## src/rtl/io_bus_pkg.sv

```systemverilog
`default_nettype none
// ============================================================================
//  Module      : io_bus_pkg
//  Description : Shared types and constants for the half-duplex I/O bus
//                direction scheduler.
//  Revision    : 1.0 - initial release
// ============================================================================
package io_bus_pkg;

    // Default width of the shared off-chip data bus
    localparam int IO_DATA_W = 8;

    // Values driven onto IO_Bus.mode_sel
    localparam logic MODE_TX = 1'b0;    // pins driven by us
    localparam logic MODE_RX = 1'b1;    // pins hi-Z / receiving

    // Scheduler states
    typedef enum logic [2:0] {
        IDLE    = 3'd0,
        TURN_TX = 3'd1,
        TX      = 3'd2,
        TURN_RX = 3'd3,
        RX      = 3'd4
    } state_t;

endpackage
`default_nettype wire

```

## src/rtl/io_bus_turn_timer.sv

```systemverilog
`default_nettype none
// ============================================================================
//  Module      : io_bus_turn_timer
//  Description : Loadable down-counter timing the hi-Z turnaround gaps.
//                done_o is high once the count has reached zero.
//  Revision    : 1.0 - initial release
// ============================================================================
module io_bus_turn_timer
    import io_bus_pkg::*;
#(
    parameter int CNT_W = 2
) (
    input  logic             clk,
    input  logic             rst_n,
    input  logic             load_i,
    input  logic [CNT_W-1:0] load_val_i,
    output logic             done_o
);

    logic [CNT_W-1:0] cnt_q;

    // Load on entry to a turnaround state, otherwise count down and hold at zero
    always_ff @(posedge clk or negedge rst_n) begin
        if (!rst_n) begin
            cnt_q <= '0;
        end else if (load_i) begin
            cnt_q <= load_val_i;
        end else if (cnt_q != '0) begin
            cnt_q <= cnt_q - 1'b1;
        end
    end

    assign done_o = (cnt_q == '0);

endmodule
`default_nettype wire

```

## src/rtl/io_bus_sched.sv

```systemverilog
`default_nettype none
// ============================================================================
//  Module      : io_bus_sched
//  Description : Half-duplex direction scheduler for the shared off-chip bus.
//                Arbitrates TX bursts against RX capture windows and inserts
//                hi-Z turnaround gaps so both ends never drive together.
//  Revision    : 1.0 - initial release
// ============================================================================
module io_bus_sched
    import io_bus_pkg::*;
#(
    parameter int DATA_W    = IO_DATA_W,
    parameter int TURN_CYC  = 2,
    parameter int MAX_BURST = 16,
    parameter int RX_LEN_W  = 8
) (
    input  logic                clk,
    input  logic                rst_n,
    input  logic                tx_valid,
    output logic                tx_ready,
    input  logic [DATA_W-1:0]   tx_sample,
    input  logic                rx_req,
    input  logic [RX_LEN_W-1:0] rx_len,
    output logic                rx_busy,
    output logic                rx_valid,
    output logic [DATA_W-1:0]   rx_data,
    output logic                rx_done,
    output logic                mode_sel,
    output logic [DATA_W-1:0]   bus_tx_data,
    input  logic [DATA_W-1:0]   bus_rx_data
);

    localparam int c_turn_w  = $clog2(TURN_CYC + 1);
    localparam int c_burst_w = $clog2(MAX_BURST + 1);
    // The timer holds the gap's first cycle at load, so load one less than the gap
    localparam logic [c_turn_w-1:0]  c_turn_load = c_turn_w'(TURN_CYC - 1);
    localparam logic [c_burst_w-1:0] c_max_burst = c_burst_w'(MAX_BURST);
    localparam logic [RX_LEN_W-1:0]  c_rx_last   = RX_LEN_W'(1);

    state_t                state_q, state_d;
    logic [c_burst_w-1:0]  burst_q, burst_d;
    logic [RX_LEN_W-1:0]   rx_cnt_q, rx_cnt_d;
    logic [RX_LEN_W-1:0]   rx_len_q, rx_len_d;
    logic                  rx_pend_q, rx_pend_d;
    logic [DATA_W-1:0]     tx_data_q, tx_data_d;
    logic [DATA_W-1:0]     rx_data_q, rx_data_d;
    logic                  rx_valid_q, rx_valid_d;
    logic                  rx_done_q, rx_done_d;

    logic                  turn_load;
    logic                  turn_done;
    logic                  tx_hs;
    logic                  req_acc;
    logic                  pend_now;
    logic [RX_LEN_W-1:0]   len_now;

    io_bus_turn_timer #(
        .CNT_W (c_turn_w)
    ) u_turn_timer (
        .clk        (clk),
        .rst_n      (rst_n),
        .load_i     (turn_load),
        .load_val_i (c_turn_load),
        .done_o     (turn_done)
    );

    assign tx_ready    = (state_q == TX) && (burst_q < c_max_burst);
    assign tx_hs       = tx_valid && tx_ready;
    assign rx_busy     = rx_pend_q || (state_q == TURN_RX) || (state_q == RX);
    // A request seen this cycle counts immediately so IDLE can start RX next cycle
    assign req_acc     = rx_req && !rx_busy;
    assign pend_now    = rx_pend_q || req_acc;
    assign len_now     = rx_pend_q ? rx_len_q : rx_len;
    assign mode_sel    = (state_q == TX) ? MODE_TX : MODE_RX;
    assign bus_tx_data = tx_data_q;
    assign rx_data     = rx_data_q;
    assign rx_valid    = rx_valid_q;
    assign rx_done     = rx_done_q;

    // Next-state, request latching and datapath updates
    always_comb begin
        state_d    = state_q;
        burst_d    = burst_q;
        rx_cnt_d   = rx_cnt_q;
        rx_len_d   = rx_len_q;
        rx_pend_d  = rx_pend_q;
        tx_data_d  = '0;
        rx_data_d  = rx_data_q;
        rx_valid_d = 1'b0;
        rx_done_d  = 1'b0;
        turn_load  = 1'b0;

        if (req_acc) begin
            rx_pend_d = 1'b1;
            rx_len_d  = rx_len;
        end

        case (state_q)
            IDLE: begin
                if (pend_now) begin
                    // Pins are already hi-Z, no gap needed before capturing
                    state_d   = RX;
                    rx_cnt_d  = len_now;
                    rx_pend_d = 1'b0;
                end else if (tx_valid) begin
                    state_d   = TURN_TX;
                    turn_load = 1'b1;
                end
            end
            TURN_TX: begin
                if (turn_done) begin
                    state_d = TX;
                    burst_d = '0;
                end
            end
            TX: begin
                tx_data_d = tx_data_q;
                if (tx_hs) begin
                    tx_data_d = tx_sample;
                    burst_d   = burst_q + 1'b1;
                end else if (pend_now) begin
                    state_d   = TURN_RX;
                    turn_load = 1'b1;
                    tx_data_d = '0;
                end else if ((burst_q == c_max_burst) && tx_valid) begin
                    // One-cycle bubble at the burst boundary, then keep going
                    burst_d = '0;
                end else begin
                    state_d   = IDLE;
                    tx_data_d = '0;
                end
            end
            TURN_RX: begin
                if (turn_done) begin
                    state_d   = RX;
                    rx_cnt_d  = rx_len_q;
                    rx_pend_d = 1'b0;
                end
            end
            RX: begin
                if (rx_cnt_q == '0) begin
                    rx_done_d = 1'b1;
                    state_d   = IDLE;
                end else begin
                    rx_data_d  = bus_rx_data;
                    rx_valid_d = 1'b1;
                    rx_cnt_d   = rx_cnt_q - 1'b1;
                    if (rx_cnt_q == c_rx_last) begin
                        rx_done_d = 1'b1;
                        state_d   = IDLE;
                    end
                end
            end
            default: begin
                state_d = IDLE;
            end
        endcase
    end

    // State and datapath registers; reset releases the pins immediately
    always_ff @(posedge clk or negedge rst_n) begin
        if (!rst_n) begin
            state_q    <= IDLE;
            burst_q    <= '0;
            rx_cnt_q   <= '0;
            rx_len_q   <= '0;
            rx_pend_q  <= 1'b0;
            tx_data_q  <= '0;
            rx_data_q  <= '0;
            rx_valid_q <= 1'b0;
            rx_done_q  <= 1'b0;
        end else begin
            state_q    <= state_d;
            burst_q    <= burst_d;
            rx_cnt_q   <= rx_cnt_d;
            rx_len_q   <= rx_len_d;
            rx_pend_q  <= rx_pend_d;
            tx_data_q  <= tx_data_d;
            rx_data_q  <= rx_data_d;
            rx_valid_q <= rx_valid_d;
            rx_done_q  <= rx_done_d;
        end
    end

endmodule
`default_nettype wire

```

## config.mk

```make
export PLATFORM = sky130hd
export DESIGN_NAME = io_bus_sched
export DESIGN_NICKNAME = d
export VERILOG_FILES = /design/src/rtl/io_bus_pkg.sv /design/src/rtl/io_bus_turn_timer.sv /design/src/rtl/io_bus_sched.sv
export SDC_FILE = /design/constraint.sdc
export NUM_CORES = 1
export LEC_CHECK = 0
export ABC_AREA = 0
export CAP_MARGIN = 10
export CORE_ASPECT_RATIO = 1.2
export CORE_UTILIZATION = 54
export DETAILED_ROUTE_END_ITERATION = 6
export PLACE_DENSITY = 0.81
export SLEW_MARGIN = 20
export SYNTH_ARGS = -nofsm -noshare
export SYNTH_HDL_FRONTEND = slang
export SYNTH_SLANG_ARGS = --single-unit
```

## constraint.sdc

```tcl
create_clock -name clk -period 2.9 [get_ports clk]
set_clock_uncertainty 0.15 [all_clocks]
set_input_delay 0.725 -clock clk [delete_from_list [all_inputs] [get_ports clk]]
set_output_delay 0.725 -clock clk [all_outputs]
set_load 0.01 [all_outputs]
```

==> run_results.csv <==
group,metric,value,unit
finish,fill_cells,308,
status,status,"completed",
timing,period_share,95.14,%
yosys,yosysTopAreaCell,"dfrtp_1",
worst_setup_path,path_cells,"and3b_1 -> nor3_4 -> inv_1 -> clkdlybuf4s50_1",
clock_network,clock_tree.buffer_depth,2,
power,p_per_area,955.9,nW/µm²
power,vdd_drop_max,0.4787,mV
yosys,synthTopCellsByArea,"dfrtp_1, mux2_2, a22o_1",
clock_network,cts.reportedPaths.clkPinSlew,0.08,ns
clock_network,cts_setup_buffers,0,
die,die_h,72.67,µm
yosys,syn_area,2247,µm²
timing,fmax,362.4,MHz
timing,holdWs,0.1787,ns
yosys,ys.flop_type,"dfrtp_1",
global_routing,grt_pass1_vias,1607,
timing,hold_violations,0,
yosys,synthTopCellsByCount,"dfrtp_1, mux2_2, nor2_1",
timing,tightest_slew,0.5768,ns
worst_setup_path,reg2reg_slack,0.53,ns
global_routing,grt_max_degree,30,
finish,areaGrowthSynthToFinish,29.12,%
detailed_routing,routedWlPerCell,14.65,µm
die,core,3973,µm²
hold_path,hold_path_class,"in -> async",
yosys,synth-seq-area-share,50.11,%
yosys,synth_edf_count,0,
worst_setup_path,reg2reg_to,"rx_cnt_q[2]$_DFFE_PN0P_",
worst_setup_path,crit_path_max_fanout,9,
yosys,postSynthNetCount,233,
die,num_rows,25,
global_routing,antenna_found_initial,0,
worst_setup_path,critPathTopFamily,"simple AND/OR/NAND/NOR gates",
yosys,synth.top_cell.area_share,50.11,%
worst_setup_path,worstPathArrival,1.88,ns
yosys,yosys_register_bits,45,
die,dieArea,4425,µm²
timing,slew_violations,0,
placed_design,gp_congestion,0.8417,
timing,tns,0,ns
detailed_routing,viasPerCell,5.624,
worst_setup_path,max_stage_delay,0.48,ns
worst_setup_path,crit_buf_inv,2,
yosys,netlist-cell-type-count,43,
clock_network,insertion_delay,0.30,ns
worst_setup_path,crit_type,"reg -> out",
detailed_routing,drtIter0Drc,83,
timing,min_period,2.759,ns
clock_network,cts_root_buf,"clkbuf_8",
clock_network,cts_tree,"yes",
detailed_routing,vias,1721,
detailed_routing,drcViolationCount,0,
worst_setup_path,start_kind,"flop",
worst_setup_path,critPathRequiredTime,2.03,ns
placed_design,place_hpwl,3.295,mm
placed_design,port_buffers,48,
yosys,syn_avg_cell_area,11.29,µm²
finish,antennaDiodeCount,0,
timing,rsz0062_at_grt,"false",
timing,finalSetupViolCount,0,
global_routing,grt_overflow,0,
detailed_routing,dr.pass1.iters,4,
detailed_routing,drtAntennaViolNets,0,
job,cap_violations,0,
yosys,syn-instance-count,199,
detailed_routing,drt_wl_total,4.482,mm
global_routing,grt_pass1_wl,7.182,mm
worst_setup_path,crit_path_end_kind,"primary output",
worst_setup_path,slowest_stage,"clkdlybuf4s50_1",
clock_network,cts.sinks,45,
clock_network,numCtsBuffers,5,
power,power_leakage,1.229,nW
yosys,yosys_warnings,0,
die,die_x,60.89,µm
worst_setup_path,r2r_cells,4,
finish,post_route_cells_drive_above_1_share,16.27,%
global_routing,track_usage,22.38,%
finish,layout.nets,285,
worst_setup_path,timing.rr.start,"rx_cnt_q[2]$_DFFE_PN0P_",
yosys,async_flop_share,100.0,%
yosys,synth.most_common_cell,"dfrtp_1",
timing,slew_headroom,61.25,%
die,io_pins,49,
clock_network,htreeDepth,2,
die,initial_core_util,56.57,%
[sequential cells by signal, summed over array words and instances (netlist names)]
| name | cells |
|---|---|
| rx_done | 1 |
| u_turn_timer.cnt_q | 2 |
| bus_tx_data | 8 |
| rx_len_q | 8 |
| rx_cnt_q | 8 |
| burst_q | 5 |
| rx_data | 8 |
| rx_valid | 1 |
| state_q | 3 |
| rx_pend_q | 1 |
[worst max path at each step]
stage	from	end	slack, ns	depth (start not counted)
2_1_floorplan	state_q[2]$_DFFE_PN0P_	rx_busy	0.86	4
3_3_place_gp	state_q[0]$_DFFE_PN0P_	rx_busy	0.33	4
3_5_place_dp	rx_req	rx_cnt_q[2]$_DFFE_PN0P_	0.29	5
4_1_cts	state_q[0]$_DFFE_PN0P_	rx_busy	0.13	4
5_1_grt	state_q[0]$_DFFE_PN0P_	rx_busy	0.04	4
6_report	state_q[0]$_DFFE_PN0P_	rx_busy	0.14	4
[worst register-to-register path: cells and delay by family, from the launching register on]
family | cells | cell delay [ns]
compound gates | 2 | 0.76
flops | 1 | 0.45
mux | 1 | 0.39
simple gates | 1 | 0.52
[metal layers]
layer | vias to the layer above | wire (µm) | global-route usage, % | part of all wire, %
li1 | 833 | - | - | -
met1 | 828 | 1951 | 27.57 | 44
met2 | 52 | 2198 | 35.53 | 49
met3 | 8 | 243 | 5.674 | 5.4
met4 | 0 | 89 | 12.12 | 2.0
met5 | - | 0 | 0 | 0
[final cells by class]
cell class | instances | area, µm² | area share (%)
Timing Repair Buffer | 55 | 528.0 | 18.20
Multi-Input combinational cell | 135 | 1030 | 35.49
Clock buffer | 7 | 86.33 | 2.975
Inverter | 9 | 33.78 | 1.164
Clock inverter | 1 | 30.03 | 1.035
Tap cell | 54 | 67.56 | 2.329
Sequential cell | 45 | 1126 | 38.81
[report_power, final]
| part | total (mW) | leakage [nW] | internal (mW) | switching [mW] |
|---|---|---|---|---|
| logic | 1.25 | 0.608 | 0.647 | 0.601 |
| registers | 1.04 | 0.562 | 0.864 | 0.177 |
| clock network | 0.484 | 0.0585 | 0.281 | 0.203 |
| total | 2.77 | 1.23 | 1.79 | 0.981 |
[through the flow]
step                      total power [mW]  worst slack, ns  instances  util (%)  cell area (µm²)
final                                2.773           0.1409        306     73.04             2902
after global routing                 2.976          0.03763        306     73.04             2902
after CTS                            2.791           0.1279        306     73.04             2902
after detailed placement             2.294           0.2882        298     69.95             2779
after global placement               2.246           0.3326        298     69.95             2779
after floorplan                      1.901           0.8551        199         -             2247
[what timing repair did]
| action | 4_1_cts | 5_1_grt |
|---|---|---|
| resized for setup | 1 | 0 |
| hold buffers | 0 | 0 |
| setup endpoints to repair | 1 | 0 |
[placed cells by master, fill, tap and decap left out, types with 7 or more instances in the layout]
cell type	n
inv_1	9
clkdlybuf4s50_1	47
buf_4	7
mux2_2	18
nor2_1	18
nand2_1	9
dfrtp_1	45
o21ai_0	15
a22o_1	11
[logic make-up after synthesis]
family          Yosys count  share of synthesized area [%]
buf+inv                  19                          4.342
simple gates             48                          11.75
xor+xnor                  4                          1.559
flops                    45                          50.11
fa+ha+maj                 6                          3.341
compound gates           56                          18.54
mux                      21                          10.36
No activity file was read; power rests on OpenSTA's default activity.
